===== src/rtl/univ_reg_pkg.sv =====
// Shared types for the universal register: the operation mode encoding.
package univ_reg_pkg;

    typedef enum logic [2:0] {
        HOLD = 3'b000,
        LOAD = 3'b001,
        SHL  = 3'b010,
        SHR  = 3'b011,
        ROL  = 3'b100,
        ROR  = 3'b101,
        INC  = 3'b110,
        DEC  = 3'b111
    } mode_e;

endpackage


===== src/rtl/univ_reg_next.sv =====
// Next-state datapath of the universal register. It is purely combinational:
// given the current contents and carry, it produces the value and carry that
// the selected mode would register. Priority/enable is handled by the caller.
module univ_reg_next
    import univ_reg_pkg::*;
#(
    parameter int N = 8
) (
    input  logic [N-1:0] i_cur,
    input  mode_e        i_mode,
    input  logic [N-1:0] i_in,
    input  logic         i_ser_in,
    input  logic         i_carry,
    output logic [N-1:0] o_nxt,
    output logic         o_nxt_carry
);

    localparam logic [N-1:0] ONE = {{(N-1){1'b0}}, 1'b1};

    // Mode decode: every encoding is legal, HOLD keeps both value and carry.
    always_comb begin
        o_nxt       = i_cur;
        o_nxt_carry = i_carry;
        case (i_mode)
            HOLD: begin
                o_nxt       = i_cur;
                o_nxt_carry = i_carry;
            end
            LOAD: begin
                o_nxt       = i_in;
                o_nxt_carry = 1'b0;
            end
            SHL: begin
                o_nxt       = {i_cur[N-2:0], i_ser_in};
                o_nxt_carry = i_cur[N-1];
            end
            SHR: begin
                o_nxt       = {i_ser_in, i_cur[N-1:1]};
                o_nxt_carry = i_cur[0];
            end
            ROL: begin
                o_nxt       = {i_cur[N-2:0], i_cur[N-1]};
                o_nxt_carry = i_cur[N-1];
            end
            ROR: begin
                o_nxt       = {i_cur[0], i_cur[N-1:1]};
                o_nxt_carry = i_cur[0];
            end
            INC: begin
                o_nxt       = i_cur + ONE;
                o_nxt_carry = (i_cur == {N{1'b1}});
            end
            DEC: begin
                o_nxt       = i_cur - ONE;
                o_nxt_carry = (i_cur == {N{1'b0}});
            end
            default: begin
                o_nxt       = i_cur;
                o_nxt_carry = i_carry;
            end
        endcase
    end

endmodule


===== src/rtl/univ_register.sv =====
// N-bit universal register: hold, load, shift, rotate, increment, decrement.
// Holds only the state flops and the clear/sync-clear/enable priority; the
// per-mode arithmetic lives in univ_reg_next. The zero flag is registered
// from the value being written, so it is valid on the same cycle as out.
module univ_register
    import univ_reg_pkg::*;
#(
    parameter int           N       = 8,
    parameter logic [N-1:0] RST_VAL = '0
) (
    input  logic         clk,
    input  logic         clear_n,
    input  logic         sync_clr,
    input  logic         en,
    input  logic [2:0]   mode,
    input  logic [N-1:0] in,
    input  logic         ser_in,
    output logic [N-1:0] out,
    output logic         carry,
    output logic         zero
);

    localparam logic RST_ZERO = (RST_VAL == {N{1'b0}});

    logic [N-1:0] r_out;
    logic         r_carry;
    logic         r_zero;
    logic [N-1:0] w_nxt;
    logic         w_nxt_carry;

    univ_reg_next #(.N(N)) u_next (
        .i_cur       (r_out),
        .i_mode      (mode_e'(mode)),
        .i_in        (in),
        .i_ser_in    (ser_in),
        .i_carry     (r_carry),
        .o_nxt       (w_nxt),
        .o_nxt_carry (w_nxt_carry)
    );

    // State update: async reset > sync clear > enable gate > mode result.
    always_ff @(posedge clk or negedge clear_n) begin
        if (!clear_n) begin
            r_out   <= RST_VAL;
            r_carry <= 1'b0;
            r_zero  <= RST_ZERO;
        end else if (sync_clr) begin
            r_out   <= RST_VAL;
            r_carry <= 1'b0;
            r_zero  <= RST_ZERO;
        end else if (en) begin
            r_out   <= w_nxt;
            r_carry <= w_nxt_carry;
            r_zero  <= (w_nxt == {N{1'b0}});
        end
    end

    assign out   = r_out;
    assign carry = r_carry;
    assign zero  = r_zero;

endmodule


===== config.mk =====
export PLATFORM = sky130hd
export DESIGN_NAME = univ_register
export DESIGN_NICKNAME = d
export VERILOG_FILES = /design/src/rtl/univ_reg_pkg.sv /design/src/rtl/univ_reg_next.sv /design/src/rtl/univ_register.sv
export SDC_FILE = /design/constraint.sdc
export NUM_CORES = 1
export LEC_CHECK = 0
export CAP_MARGIN = 15
export CORE_ASPECT_RATIO = 0.9
export CORE_MARGIN = 4
export CORE_UTILIZATION = 41
export CTS_CLUSTER_SIZE = 25
export DETAILED_ROUTE_END_ITERATION = 12
export GPL_TIMING_DRIVEN = 0
export PLACE_DENSITY = 0.65
export SYNTH_ARGS = -nofsm -noshare
export SYNTH_HDL_FRONTEND = slang
export SYNTH_SLANG_ARGS = --single-unit
export TNS_END_PERCENT = 100

===== constraint.sdc =====
create_clock -name clk -period 2.7 [get_ports clk]
set_input_delay 0.405 -clock clk [delete_from_list [all_inputs] [get_ports clk]]
set_output_delay 0.405 -clock clk [all_outputs]
set_load 0.05 [all_outputs]

* Word-level counts from Yosys, hierarchy flattened *
Index checks and enable logic that the tools add are counted.

word-level totals
  register bits after elaboration = 10
  input bits = 16
  output and inout bits = 10
  word-level logic and storage cells = 29

operators by class
  $add $sub $neg = 2
  equality and inequality tests = 9
  muxes and demuxes = 8
  reductions and logical operators = 7

operators with widths
  kind                                               number
  one-hot mux 8 bit (8 select lines)                 1
  logical NOT 8 bit                                  2
  2-to-1 mux 8 bit                                   2
  == test 3 bit (second input constant)              4
  adder 8 x 1 -> 8 bit (second input constant)       1
  == test 8 bit (second input constant)              1
  subtractor 8 x 1 -> 8 bit (second input constant)  1
  == test 3 x 2 -> 1 bit (second input constant)     2
  one-hot mux 1 bit (5 select lines)                 1
  2-to-1 mux 1 bit                                   4
  OR reduction 2 bit                                 2
  == test 3 x 1 -> 1 bit (second input constant)     1
  logical NOT 3 bit                                  1
  != test 2 bit (second input constant)              1
  AND reduction 2 bit                                1
  nonzero test 2 bit                                 1

* Longest topological paths before layout *
  word-level depth = 5
  depth in mapped cells = 11
  mapped depth without buffers = 9

* Hierarchy *
A second synthesis with hierarchy kept.

unflattened totals
  cells, all modules = 182
  area total of the unflattened synthesis = 1,418.9 um^2

by module, submodules not included
  module         times used  cells each  area an instance (um^2)
  univ_reg_next  1           146         984.7
  univ_register  1           36          434.2

* Worst setup path before layout *
No wires, ideal clock.

  kind = reg2reg
  from = register r_out[1], in the netlist out[1]
  to = register r_zero, in the netlist zero
  arrival time = 2.186 ns
  setup slack = 0.428 ns
  stages on the path, launching flop included = 9
  buffers on the path = 1
  clock period less this slack = 2.272 ns
  cells stage by stage = dfrtp_1 -> buf_2 -> xor2_1 -> ha_1 -> a32oi_1 -> o211ai_1 -> a2111oi_2 -> nand4_1 -> o31ai_2

between the ends
  cells in the longest elaborated chain, start to end = 5
  elaborated cells between the ends (all ways) = 6
  those cells by class = add/sub: 2; mux: 3; reduce/logical: 1

RTL lines
  element                                                                   line                                      text
  start: declaration                                                        univ_register.sv:25                       logic [N-1:0] r_out;
  start signal: assignment                                                  univ_register.sv:52                       r_out <= w_nxt;
  subtractor 8 x 1 -> 8 bit / adder 8 x 1 -> 8 bit (equally long branches)  univ_reg_next.sv:54, univ_reg_next.sv:50
  one-hot mux 8 bit (8 select lines) *                                      univ_reg_next.sv:24                       case (i_mode)
  logical NOT 8 bit *                                                       univ_register.sv:54                       r_zero <= (w_nxt == {N{1'b0}});
  2-to-1 mux 1 bit *                                                        univ_register.sv:51                       end else if (en) begin
  2-to-1 mux 1 bit *                                                        univ_register.sv:47                       end else if (sync_clr) begin
  end signal: assignment                                                    univ_register.sv:54
  end: declaration                                                          univ_register.sv:27                       logic r_zero;

Every way passes the cells marked *; elsewhere a longest branch is shown, timed or not. The select of a mux whose other input is x is not followed.
A chain may end at the register's enable or synchronous reset.

* Worst setup path after layout *
  from = input mode[2]
  to = register r_zero, in the netlist zero

between the ends
  cells in the longest elaborated chain, start to end = 5
  elaborated cells between the ends (all ways) = 12
  those cells by class = eq/ne: 7; mux: 3; reduce/logical: 2

RTL lines
  element                                line                 text
  start: declaration                     univ_register.sv:15  input logic [2:0] mode,
  == test 3 bit (tied with other cells)  univ_reg_next.sv:24
  one-hot mux 8 bit (8 select lines) *   univ_reg_next.sv:24
  logical NOT 8 bit *                    univ_register.sv:54
  2-to-1 mux 1 bit *                     univ_register.sv:51
  2-to-1 mux 1 bit *                     univ_register.sv:47

Marks and branches as above.

==> out/results.txt <==
In this run the clock root is driven by a clkbuf_8. Fraction of synthesized cell area taken by the top area cell type: 0.163. Yosys printed 0 warnings. The total negative slack for setup checks was 0 ns. At the pin with the least slew margin, the transition time is 0.520 ns. Synthesis handed over a netlist of 175 instances. The logs give 243 for the filler-free cell count of the finished design and 319 for the layout filler cell count. The core region is 0.00314 sq mm. The run gives 0 as the number of setup violations in the final report.

The tools report the wire length of the first global-routing pass as 7.11 mm. The tool flagged a number of max-cap violations equal to 0. The analysis attributes to cell leakage a power of 0.703 nW.

The per-cell routed wire length was 16.9 um. The sum of internal, switching and leakage power came out at 646 uW. The pin count of the biggest net entering global routing is 11, and the largest incremental delay on the critical path is 0.40 ns. The total power per unit cell area is 381 mW/mm^2.

The tools report the end of the worst register-to-register path as zero$_DFFE_PN1P_. The clock transition at the registers of the reported paths is 0.05 ns, and the largest buffer count on any clock path is 2. The proportion of register bits with asynchronous set or reset after synthesis was 1.00.

TritonCTS built the clock tree. Counting tap cells, the placed design contains a total of 239 instances. The post-synthesis cell type count came out at 63.

The XOR/XNOR share of the synthesized area came out at 0.0444. The most critical setup path has its startpoint at mode[2]. The number of endpoints with negative hold slack in the final report is 0. The main combinational cell family by area after synthesis is compound AO/OA/AOI/OAI gates.

During I/O placement, the number of pins put on the boundary was 26. Once layout is done, the placed cells without fillers occupy 0.00170 sq mm. Across the routed clock network, the largest skew measured is 0.00202 ns. The ratio of final minimum period to clock period is 0.930, and the antenna cell count is 0.

The number of cells on the worst reg-to-reg path was 8; the cell area after technology mapping was 0.00138 sq mm. Summed over all nets, the half-perimeter wirelength after detailed placement is 3.18 mm. The total buffers and inverters traversed by the critical path was 3. Counting I/O delays and the setup requirement, the final critical path takes 2.51 ns. The adder-cell area share of the yosys netlist is 0.0363.

The overall track demand over capacity in global routing is 0.198, and the remaining max-slew budget at the tightest pin is 0.653. The post-synthesis sequential element count was 10; the highest clock frequency the design can meet was 398 MHz. The tools report the cell area after placement as 0.00165 sq mm. For this run, design rule violations remaining after detail routing come to 0. Initial antenna violation count: 0. The starting utilization of the core area is 0.440, and the average size of a mapped cell is 7.89 sq um. The total number of vias is 1453, and the number of buffers created by CTS is 3.

Post-synthesis simple-gate area fraction: 0.247. The class of the most critical hold timing path is in -> async. For the number of global-route vias before repair, the log shows 1515. Portion of netlist area occupied by mux cells: 0.0852. The critical path data arrival time was 2.65 ns; the sink count of the clock tree was 10.

The standard cell with the maximum stage delay on the critical path was o21ai_0. Setup repair after global routing left no endpoint under its margin. Number of gates resized after cts: 1.

Family of cells with the greatest summed delay on the critical path: compound AO/OA/AOI/OAI gates. Counting every net in the synthesized netlist gives 195. The share of post-route cells with drive strength above 1 is 0.124.

Highest metal layer with signal wires: met4. The number of iterations in the first detailed-routing pass is 4, and the buffers inserted during post-CTS setup optimization is 0. After clock tree synthesis, the flow added hold-fix buffers numbering 0.

The die covers 0.00436 sq mm. The tools report the startpoint of the most critical register-to-register path as out[1]$_DFFE_PN0P_. Kind of start point of the critical path: a primary input. Floorplan row count: 19. Compared with the post-synthesis result, the final layout area differs by 22.9%.

The run gives 1 as the CTS H-tree depth. The type of the worst setup path is in -> reg. Synthesized-area fraction occupied by ao, oa, aoi and oai cells: 0.303. The vias per cell is 5.98. The number of buffers added on ports is 22.

The net count of the finished layout is 222. In this run the worst setup path terminates at zero$_DFFE_PN1P_. For the routed length on met1, the log shows 1.91 mm. In this run the horizontal extent of the chip is 69.2 um. The logs give 0.000348 V for the maximum resistive drop on vdd and 0.182 for the fraction of the yosys area taken by sequential cells. The floorplan die height was 63.0 um. Slack of the worst reg-to-reg path: 0.45 ns. Yosys mapped a number of flops with a built-in enable equal to 0. The routability congestion estimate was 0.870. Counting buffers and inverters, the worst setup path is 10 cells deep. At the later pin of the worst-skew pair, clock insertion delay measures 0.23 ns. The global route total overflow was 0; the minimum hold slack was 0.493 ns.

Initial DRC count: 92. The run finished with clean final reports. For the met3 wirelength from detailed routing, the log shows 239 um. The kind of end point of the critical path is a flip-flop.

The main flop type after synthesis was dfrtp_1. In this run the worst path has a maximum fanout of 7. Summed over all nets, wire length on met2 after detailed routing comes to 1.96 mm. In the post-synthesis netlist, the biggest area contributors are dfrtp_1, a21oi_1, buf_6.

The cell type contributing the most total cell area after synthesis was dfrtp_1. Summed over all layers, the routed wires come to 4.12 mm. For the data required time of the worst path, the log shows 2.84 ns.

Once detail routing completed, the nets flagged for antenna violations numbered 0. Number of max-slew violations in the final report: 0. Traced cell by cell, the critical path runs through dlygate4sd2_1 -> and3_1 -> buf_6 -> ha_1 -> inv_1 -> o21ai_0 -> a31oi_1 -> mux2i_1 -> nand2_1 -> o31ai_2.
routing by layer:
layer	vias up	global-route usage
li1	718	-
met1	679	0.264
met2	54	0.325
met3	2	0.0450
met4	0	0.0415
met5	-	0
cells in the mapped netlist, drive strengths merged, types with 2 or more instances:
cell and n:
clkbuf 4, nor2 11, a21boi 2, a22oi 2, o21ai 12, o211ai 3, a21oi 12, o221ai 2
xor2 3, a31oi 3, a211oi 3, and3 3, nand2b 4, xnor2 4, buf 14, o31ai 2
dfrtp 9, nor2b 4, nand3 5, inv 7, nor3 6, nand3b 2, o21bai 3, nand4 3
mux2i 5, mux2 4, and3b 2, a32oi 2, nand2 10, ha 4
cell usage in the layout (no fill, tap or decap), types with 3 or more instances in the layout:
cell / instances
clkdlybuf4s50_1: 21
a21oi_1: 12
nand2_1: 10
nor2_1: 10
dfrtp_1: 9
buf_2: 8
inv_1: 6
nor3_1: 6
o21ai_1: 6
o21ai_0: 6
buf_6: 5
clkbuf_1: 5
mux2i_1: 5
nand3_1: 5
nand2b_1: 4
nor2b_1: 4
xnor2_1: 4
ha_1: 4
and3_1: 3
xor2_1: 3
o211ai_1: 3
o21bai_1: 3
a31oi_1: 3
a211oi_1: 3
nand4_1: 3
clkbuf_8: 3
through the flow:
| stage | util | worst slack, ns |
|---|---|---|
| 6_report | 0.541 | 0.190 |
| 5_1_grt | 0.541 | 0.0531 |
| 4_1_cts | 0.541 | 0.220 |
| 3_5_place_dp | 0.527 | -0.261 |
| 3_3_place_gp | 0.527 | -0.178 |
| 2_1_floorplan | - | 0.428 |
layout make-up:
| class | count | area [sq um] | area share |
|---|---|---|---|
| flip-flops and latches | 10 | 251 | 0.148 |
| clock buffers | 4 | 45.0 | 0.0265 |
| well taps | 42 | 52.6 | 0.0310 |
| multi-input cells | 140 | 987 | 0.582 |
| plain buffers | 18 | 115 | 0.0678 |
| inverters | 7 | 26.3 | 0.0155 |
| repair buffers | 22 | 219 | 0.129 |
flip-flops by register name (all words and copies together), names as in the netlist:
name and count:
carry 1, out 8, zero 1
where the power goes:
group | total [mW] | leakage [nW] | internal, mW | switching, mW
logic | 0.310 | 0.551 | 0.127 | 0.184
clock network | 0.157 | 0.0228 | 0.103 | 0.0539
registers | 0.178 | 0.129 | 0.163 | 0.0159
logic make-up after synthesis:
logic type | after synthesis
adder cells (fa/ha/maj) | 4
XOR/XNOR | 7
multiplexers | 10
flip-flops | 10
AO/OA/AOI/OAI | 59
buffers and inverters | 25
AND/OR/NAND/NOR | 60
worst min-delay path by stage:
stage                     slack, ns  cells past startpoint            endpoint         startpoint
after floorplan                0.11                      0   carry$_DFFE_PN0P_            clear_n
final                          0.49                      1  out[7]$_DFFE_PN0P_            clear_n
after CTS                      0.51                      1  out[3]$_DFFE_PN0P_            clear_n
after global placement         0.60                      2    zero$_DFFE_PN1P_   zero$_DFFE_PN1P_
after detailed placement       0.62                      3   carry$_DFFE_PN0P_  carry$_DFFE_PN0P_
after global routing           0.54                      1  out[5]$_DFFE_PN0P_            clear_n
No activity file was read; power rests on OpenSTA's default activity.
